`src/rtl/stage2_pkg.sv`:
```
// Shared definitions for the stage-2 systolic controller and its argmax helper.
package stage2_pkg;

    localparam int N_OUT   = 10;
    localparam int DATA_W  = 32;
    localparam int IDX_W   = 4;
    localparam int P_BUS_W = N_OUT * DATA_W;

    localparam logic [IDX_W-1:0] LAST_IDX = IDX_W'(N_OUT - 1);

    typedef enum logic [2:0] {
        IDLE,
        FEED,
        DRAIN,
        ARGMAX,
        DONE
    } state_e;

    // Product i lives in bits [i*DATA_W +: DATA_W] of the packed bus.
    function automatic logic signed [DATA_W-1:0] p_slice(
        input logic [P_BUS_W-1:0] bus,
        input int unsigned        i
    );
        return $signed(bus[i*DATA_W +: DATA_W]);
    endfunction

endpackage

```
`src/rtl/argmax_seq.sv`:
```
// Sequential signed argmax over N_OUT packed products: one load cycle, then one
// compare per cycle. Strict greater-than, so ties keep the lowest index.
module argmax_seq
    import stage2_pkg::*;
(
    input  logic                     clk,
    input  logic                     reset,
    input  logic                     load,
    input  logic                     step,
    input  logic [P_BUS_W-1:0]       p_bus,
    output logic                     active,
    output logic                     last,
    output logic signed [DATA_W-1:0] res_val,
    output logic [IDX_W-1:0]         res_idx
);

    logic signed [DATA_W-1:0] regs_q [N_OUT];
    logic signed [DATA_W-1:0] best_q, best_d;
    logic [IDX_W-1:0]         best_idx_q, best_idx_d;
    logic [IDX_W-1:0]         idx_q, idx_d;

    // NOTE: every always_comb output gets a default first, so no path leaves it
    // unassigned and no latch is inferred.
    always_comb begin
        best_d     = best_q;
        best_idx_d = best_idx_q;
        idx_d      = idx_q;
        if (load) begin
            best_d     = p_slice(p_bus, 0);
            best_idx_d = '0;
            idx_d      = IDX_W'(1);
        end else if (step && idx_q != '0) begin
            if (regs_q[idx_q] > best_q) begin
                best_d     = regs_q[idx_q];
                best_idx_d = idx_q;
            end
            idx_d = (idx_q == LAST_IDX) ? '0 : idx_q + IDX_W'(1);
        end
    end

    // NOTE: the product register file has no reset; it is always loaded before
    // it is read, so resetting it would only add reset fan-out.
    always_ff @(posedge clk) begin
        if (load) begin
            for (int i = 0; i < N_OUT; i++) begin
                regs_q[i] <= p_slice(p_bus, i);
            end
        end
    end

    // NOTE: sequential state is written with non-blocking assignments so every
    // flop samples pre-edge values regardless of statement order.
    always_ff @(posedge clk) begin
        if (reset) begin
            best_q     <= '0;
            best_idx_q <= '0;
            idx_q      <= '0;
        end else begin
            best_q     <= best_d;
            best_idx_q <= best_idx_d;
            idx_q      <= idx_d;
        end
    end

    assign active  = (idx_q != '0);
    assign last    = (idx_q == LAST_IDX);
    assign res_val = best_d;
    assign res_idx = best_idx_d;

endmodule

```
`src/rtl/systolic2_ctrl.sv`:
```
// Sequencer for the stage-2 systolic array: streams N_HIDDEN memory reads, gates
// the MAC start/stop, waits for the MAC pipeline, then runs the argmax.
module systolic2_ctrl
    import stage2_pkg::*;
#(
    parameter int N_HIDDEN = 32,
    parameter int ADDR_W   = 6,
    parameter int MAC_LAT  = 2,
    parameter int RD_LAT   = 1
) (
    input  logic               clk,
    input  logic               reset,
    input  logic               go,
    output logic               busy,
    output logic               done,
    output logic [IDX_W-1:0]   class_idx,
    output logic [DATA_W-1:0]  max_val,
    output logic               mem_rd_en,
    output logic [ADDR_W-1:0]  mem_addr,
    output logic               mac_start,
    output logic               mac_stop,
    input  logic [P_BUS_W-1:0] p_bus
);

    localparam int CNT_W     = ADDR_W + 1;
    localparam int DRAIN_CYC = RD_LAT + MAC_LAT;
    localparam int DRAIN_W   = $clog2(DRAIN_CYC + 1);

    localparam logic [CNT_W-1:0]   LAST_ELEM  = CNT_W'(N_HIDDEN - 1);
    localparam logic [DRAIN_W-1:0] LAST_DRAIN = DRAIN_W'(DRAIN_CYC - 1);

    state_e                   state_q, state_d;
    logic [CNT_W-1:0]         elem_q, elem_d;
    logic [DRAIN_W-1:0]       drain_q, drain_d;
    logic [RD_LAT-1:0]        rd_pipe_q, rd_pipe_d;
    logic [RD_LAT-1:0]        start_pipe_q, start_pipe_d;
    logic [IDX_W-1:0]         class_idx_q, class_idx_d;
    logic signed [DATA_W-1:0] max_val_q, max_val_d;

    logic                     am_load, am_step, am_active, am_last;
    logic signed [DATA_W-1:0] am_res_val;
    logic [IDX_W-1:0]         am_res_idx;

    argmax_seq u_argmax (
        .clk     (clk),
        .reset   (reset),
        .load    (am_load),
        .step    (am_step),
        .p_bus   (p_bus),
        .active  (am_active),
        .last    (am_last),
        .res_val (am_res_val),
        .res_idx (am_res_idx)
    );

    // DRAIN covers the read-latency tail of the operand stream plus the MAC drain.
    always_comb begin
        state_d     = state_q;
        elem_d      = elem_q;
        drain_d     = drain_q;
        class_idx_d = class_idx_q;
        max_val_d   = max_val_q;
        am_load     = 1'b0;
        am_step     = 1'b0;

        case (state_q)
            IDLE: begin
                elem_d  = '0;
                drain_d = '0;
                if (go) begin
                    state_d = FEED;
                end
            end
            FEED: begin
                if (elem_q == LAST_ELEM) begin
                    elem_d  = '0;
                    drain_d = '0;
                    state_d = DRAIN;
                end else begin
                    elem_d = elem_q + CNT_W'(1);
                end
            end
            DRAIN: begin
                if (drain_q == LAST_DRAIN) begin
                    drain_d = '0;
                    state_d = ARGMAX;
                end else begin
                    drain_d = drain_q + DRAIN_W'(1);
                end
            end
            ARGMAX: begin
                am_load = !am_active;
                am_step = am_active;
                if (am_active && am_last) begin
                    class_idx_d = am_res_idx;
                    max_val_d   = am_res_val;
                    state_d     = DONE;
                end
            end
            DONE: begin
                state_d = IDLE;
            end
            default: begin
                state_d = IDLE;
            end
        endcase
    end

    // Read strobe and first-element marker delayed to the operand cycles.
    always_comb begin
        rd_pipe_d       = rd_pipe_q;
        start_pipe_d    = start_pipe_q;
        rd_pipe_d[0]    = (state_q == FEED);
        start_pipe_d[0] = (state_q == FEED) && (elem_q == '0);
        for (int i = 1; i < RD_LAT; i++) begin
            rd_pipe_d[i]    = rd_pipe_q[i-1];
            start_pipe_d[i] = start_pipe_q[i-1];
        end
    end

    always_ff @(posedge clk) begin
        if (reset) begin
            state_q      <= IDLE;
            elem_q       <= '0;
            drain_q      <= '0;
            rd_pipe_q    <= '0;
            start_pipe_q <= '0;
            class_idx_q  <= '0;
            max_val_q    <= '0;
        end else begin
            state_q      <= state_d;
            elem_q       <= elem_d;
            drain_q      <= drain_d;
            rd_pipe_q    <= rd_pipe_d;
            start_pipe_q <= start_pipe_d;
            class_idx_q  <= class_idx_d;
            max_val_q    <= max_val_d;
        end
    end

    assign busy      = (state_q != IDLE);
    assign done      = (state_q == DONE);
    assign mem_rd_en = (state_q == FEED);
    assign mem_addr  = elem_q[ADDR_W-1:0];
    assign mac_start = start_pipe_q[RD_LAT-1];
    assign mac_stop  = !rd_pipe_q[RD_LAT-1];
    assign class_idx = class_idx_q;
    assign max_val   = max_val_q;

endmodule

```
`config.mk`:
```
export PLATFORM = sky130hd
export DESIGN_NAME = systolic2_ctrl
export DESIGN_NICKNAME = d
export VERILOG_FILES = /design/src/rtl/stage2_pkg.sv /design/src/rtl/argmax_seq.sv /design/src/rtl/systolic2_ctrl.sv
export SDC_FILE = /design/constraint.sdc
export NUM_CORES = 1
export LEC_CHECK = 0
export ABC_CLOCK_PERIOD_IN_PS = 24600
export BUFFER_PORTS_ARGS = -buffer_cell sky130_fd_sc_hd__clkbuf_2
export CORE_ASPECT_RATIO = 0.8
export CORE_MARGIN = 2
export CORE_UTILIZATION = 58
export CTS_CLUSTER_DIAMETER = 30
export DETAILED_ROUTE_END_ITERATION = 16
export GPL_TIMING_DRIVEN = 0
export PLACE_DENSITY_LB_ADDON = 0.05
export SKIP_CTS_REPAIR_TIMING = 1
export SLEW_MARGIN = 25
export SYNTH_ARGS = -nofsm -noshare
export SYNTH_HDL_FRONTEND = slang
export SYNTH_SLANG_ARGS = --single-unit
```
`constraint.sdc`:
```
create_clock -name clk -period 24.6 [get_ports clk]
set_input_delay 2.46 -clock clk [delete_from_list [all_inputs] [get_ports clk]]
set_output_delay 2.46 -clock clk [all_outputs]
set_load 0.02 [all_outputs]
```
# == Word-level counts from Yosys, hierarchy flattened ==
# Memory sizes are Yosys's and may differ from the RTL's.
# Index checks and enable logic that the tools add are counted.
# totals
ram_bits,320
ff_bits,90
n_memories,1
out_inout_bits,47
# memory_table
memory,words,word_bits,rd,rd_clocked_by_memory_dff,write_ports,line,rtl
u_argmax.regs_q,10,32,1,0,10,argmax_seq.sv:17,logic signed [DATA_W-1:0] regs_q [N_OUT];
# op_classes
n_eq_ne,11
order_cmp,1
addsub,3
reduce_logical,16
n_mux,23
# ops
operator,count
32-bit two-way mux,3
32-bit greater-than comparator,1
4-bit two-way mux,4
7-bit one-hot mux with 2 select lines,1
3-bit two-way mux,4
3-bit one-hot mux with 4 select lines,1
"7-bit by 1-bit adder with 7-bit output, second input constant",1
"7-bit by 5-bit == test with 1-bit output, second input constant",1
7-bit zero test,1
7-bit two-way mux,1
"3-bit by 2-bit == test with 1-bit output, second input constant",2
1-bit two-way mux,6
"2-bit inequality test, second input constant",3
2-bit one-hot mux with 3 select lines,1
3-bit nonzero test,2
"4-bit by 1-bit adder with 4-bit output, second input constant",1
"4-bit == test, second input constant",1
2-bit two-way mux,2
2-bit AND reduction,2
4-bit AND reduction,1
2-bit nonzero test,2
4-bit nonzero test,1
"3-bit by 1-bit == test with 1-bit output, second input constant",1
"3-bit == test, second input constant",1
7 further kinds,10

# == Depth between registers and ports, before layout ==
# depth
word_depth,5
depth_mapped,18
ltp_nobuf,13

# == Modules after synthesis ==
# From an unflattened synthesis, not the netlist that was laid out.
# hier_totals
hier_cells,1198
hier_area_um2,18102.4
# modules_own_cells
module,n_inst,cells_each,area_each_um2
argmax_seq,1,937,15975.3
systolic2_ctrl,1,261,2127.0

# == Worst setup path after synthesis ==
# Ideal clock, no wire load.
# synth_path
kind,register -> register
from,register u_argmax.idx_q[1]
to,memory u_argmax.regs_q[0][0] (enable)
required_ns,23.932
t_arrival_ns,7.944
stages_incl_launch_ff,8
period_less_slack_ns,8.612
setup_time_ns,0.668
path_slack_ns,15.988
n_path_buf,4
path_cell_list,dfxtp_1 buf_2 or4_1 or3_1 clkbuf_1 clkbuf_1 clkbuf_1 inv_1
# synth_lines
element,line,rtl
from (decl),argmax_seq.sv:20,"logic [IDX_W-1:0] idx_q, idx_d;"
from (signal assigned),argmax_seq.sv:61,idx_q <= idx_d;
to (decl),argmax_seq.sv:17,

# == Worst setup path in the final report ==
# layout_path
from,register u_argmax.idx_q[1]
to,register max_val_q[5] (netlist: max_val[5])
# layout_via
elab_chain_cells,5
# layout_rtl
element,line,rtl
memory read 10 x 32 bit or 4-bit nonzero test (tied branches),n/a,
32-bit greater-than comparator or 1-bit two-way mux (tied branches),"argmax_seq.sv:33, systolic2_ctrl.sv:66",
32-bit two-way mux or 1-bit logical AND (tied branches),"argmax_seq.sv:33, argmax_seq.sv:32",
32-bit two-way mux,argmax_seq.sv:32,end else if (step && idx_q != '0) begin
32-bit two-way mux,argmax_seq.sv:28,if (load) begin
to (signal assigned),systolic2_ctrl.sv:137,max_val_q <= max_val_d;
to (decl),systolic2_ctrl.sv:38,"logic signed [DATA_W-1:0] max_val_q, max_val_d;"
# Parallel ways exist; a longest one is shown, timed or not.
# A chain may end at the register's enable or synchronous reset.

==> impl_results.md <==
* Outcome: finished, final reports clean
* Top Ports at between 300 and 400
* Dominant cell type by area after synthesis: edfxtp_1
* Final instance area at 21430 sq um
* Port bufs at 369
* Core Rows at 55
* Post-Syn Nets at approximately 1400
* Post-route ant nets at 0
* Hpwl dp at about 33000 um
* Met3 wire length at around 4300 um
* WL met1 at 18960 um
* Critical path data arrival time at 5.79 ns
* Pwr/cell area at 92.83 nW/um^2
* Avg Cell Area, Syn at roughly 15 sq um
* RSZ-0062 raised after global routing: no
* Final hold vios at 0
* Dominant cells by area after synthesis: edfxtp_1, dfxtp_1, mux4_2
* CTS buffer count at around 70
* Worst Skew at 0.02753 ns
* Met2 routed WL at 20600 um
* Maximum vdd drop at 0.00008348 V
* Antenna violations before repair at 1
* Post-DP Area at between 15000 and 20000 sq um
* Hold Crit Start: u_argmax.best_idx_q[2]$_SDFF_PP0_
* Synthesis-stage register bit count at between 400 and 500
* Clock slew at reported path FFs at about 0.050 ns
* Initial DRC Count at 1069
* Overall routed net length at 44840 um
* First drt pass iteration count at 6
* Unique masters post-synth at 47
* Core footprint at 28280 sq um
* Seq/Total Area, Yosys at roughly two thirds
* Via count at 11220
* CP max stage delay at 0.54 ns
* Post-route setup TNS at 0 ns
* Die ar. at 30080 sq um
* Mapped Cells at 1090
* Post-synth top area share at 57.72%
* Post-synth EDFFs at 320
* Hold Path Depth at 2
* Setup crit start kind: flip-flop
* RR Endpoint: max_val[5]$_SDFFE_PP0P_
* Post-route DRC at 0
* WL per Instance at between 20 and 25 um
* CP bufs+invs at 4
* R2R depth at 16
* Gpl congestion at about 0.91
* Cell family with most CP delay: compound AO/OA/AOI/OAI gates
* DR top layer: met4
* Final Power at between 0.0015 and 0.002 W
* Max_slew headroom at between 40% and 50%
* Max-slew violations at 0
* Period utilisation layout at 21.70%
* CTS sink cnt at 410
* Area Growth Syn to Fin at 28.73%
* Asr flop ratio synth at 0%
* Vias per inst at 5.722
* Largest net degree at the start of global routing at 108
* Slowest CP cell: clkbuf_1
* Via count of the first global-routing pass at between 10000 and 15000
* Worst-path fanout max at 10
* R2R Setup Slk at 19.26 ns
* Fmax at around 0.19 GHz
* Critical setup path kind: reg -> reg
* Pleak at a little under 8 nW
* Worst hold path class: reg -> reg
* Filler instances at between 1500 and 2000
* Critical Path RT at 25.05 ns
* GR Overflow Total at 0
* Tmin final at 5.338 ns
* Die width at approximately 190 um
* Critical path capture point type: flip-flop
* # Max-Cap Violations at 0
* Share of post-route cells with drive strength above 1 at ~37%
* Main synth FF type: edfxtp_1
* Count leader, synth: edfxtp_1
* Reg2reg start: u_argmax.idx_q[1]$_SDFFE_PP0P_
* CTS Root Cell: clkbuf_16
* Global-route usage over all layers at 30.44%
* H-tree levels at 3
* Clk Latency, worst-skew pair at ~0.57 ns
* First-pass GRT wire length at 67680 um
* Post-synth design cell area at 16650 sq um
* Cell-by-cell listing of the critical path: buf_2 -> buf_2 -> clkbuf_1 -> mux4_2 -> a211oi_1 -> a21oi_1 -> ha_1 -> a21oi_1 -> o21ai_1 -> a221oi_1 -> nor3_1 -> a211oi_2 -> mux2i_2 -> clkbuf_1 -> nand2_1 -> a311oi_1
* CTS tree: yes
* Maximum root-to-sink buffer count at 3
* Die height at 155.5 um
* Final Setup Violations at 0
* Initial Utilization at 58.86%
* Worst-margin pin slew at 0.8777 ns
* Hold Path Sink: u_argmax.best_idx_q[2]$_SDFF_PP0_
* Most common library cells after synthesis: edfxtp_1, dfxtp_1, nor2_1
* Net count reported at finish at around 1900
* Synth warn at 0
-- per-layer routing --
metal	track usage [%]	up-vias
met5	0	-
met4	8.942	0
met3	8.431	74
met2	46.48	552
met1	43.42	5460
li1	-	5134
-- power breakdown --
part	switching, W	total (W)	internal, W
clock network	0.000348	0.000967	0.000619
logic	0.000120	0.000207	0.0000868
registers	0.0000140	0.000816	0.000802
total	0.000482	0.00199	0.00151
-- flip-flops by register name, indices dropped and copies added, names as in the netlist --
name                 count
u_argmax.best_idx_q      4
rd_pipe_q                1
u_argmax.regs_q        320
max_val                 32
drain_q                  2
class_idx                4
u_argmax.idx_q           4
elem_q                   7
state_q                  3
mac_start                1
u_argmax.best_q         32
-- area by class of cell --
cell class	instances	area (sq um)	share of cell area [%]
Sequential cell	410	11410	53.25
Multi-Input combinational cell	566	4713	21.99
Timing Repair Buffer	372	1929	9.003
Clock buffer	79	1859	8.676
Clock inverter	49	521.8	2.435
Tap cell	370	462.9	2.160
Buffer	73	369.1	1.722
Inverter	41	161.4	0.7532
Antenna cell	1	2.502	0.01168
-- placed cells by master (no fill, tap or decap), drive strengths merged, types with 5 or more instances in the layout --
cell	n
a311oi	36
o21ai	17
mux4	64
nor2	88
mux2i	47
clkinv	20
edfxtp	320
nor2b	34
nand2	60
nand3	11
a211oi	62
dfxtp	90
inv	60
ha	34
clkbuf	494
nor3	6
bufinv	6
buf	30
a21oi	60
or2	5
nand4	9
-- cell families after synthesis --
| logic type | synth area share [%] |
|---|---|
| multiplexers | 11.66 |
| AO/OA/AOI/OAI | 7.576 |
| flip-flops | 68.55 |
| AND/OR/NAND/NOR | 6.411 |
| XOR/XNOR | 0.1052 |
| buffers and inverters | 3.142 |
| adder cells (fa/ha/maj) | 2.555 |
-- worst reg2reg max path: stages (launching register included) --
cell and delay [ns]:
dfxtp_1 0.30, buf_2 0.23, buf_2 0.41, clkbuf_1 0.54, mux4_2 0.46, a211oi_1 0.48
a21oi_1 0.16, ha_1 0.36, a21oi_1 0.14, o21ai_1 0.07, a221oi_1 0.30, nor3_1 0.09
a211oi_2 0.28, mux2i_2 0.51, clkbuf_1 0.40, nand2_1 0.17, a311oi_1 0.31
-- worst max-delay path by stage --
stage                                        to  slack [ns]  cells past startpoint                            from
6_report                max_val[5]$_SDFFE_PP0P_       19.26                     16  u_argmax.idx_q[1]$_SDFFE_PP0P_
5_1_grt                 max_val[5]$_SDFFE_PP0P_       18.99                     16  u_argmax.idx_q[1]$_SDFFE_PP0P_
4_1_cts                 max_val[5]$_SDFFE_PP0P_       19.31                     16  u_argmax.idx_q[1]$_SDFFE_PP0P_
3_3_place_gp   u_argmax.regs_q[1][11]$_DFFE_PP_       13.23                      7  u_argmax.idx_q[1]$_SDFFE_PP0P_
3_5_place_dp            max_val[5]$_SDFFE_PP0P_       19.45                     16  u_argmax.idx_q[1]$_SDFFE_PP0P_
2_1_floorplan   u_argmax.regs_q[0][0]$_DFFE_PP_       15.99                      7  u_argmax.idx_q[1]$_SDFFE_PP0P_
-- through the flow --
| step | utilization, % | setup WS (ns) | hold WS [ns] | instances |
|---|---|---|---|---|
| after CTS | 75.76 | 19.31 | 0.4581 | 1960 |
| after global routing | 75.77 | 18.99 | 0.4845 | 1961 |
| after floorplan | - | 15.99 | 0.4366 | 1090 |
| after detailed placement | 67.34 | 19.45 | 0.4519 | 1832 |
| after global placement | 67.03 | 13.23 | 0.4451 | 1829 |
| final | 75.77 | 19.26 | 0.4592 | 1961 |
(Power assumes the default switching activity.)
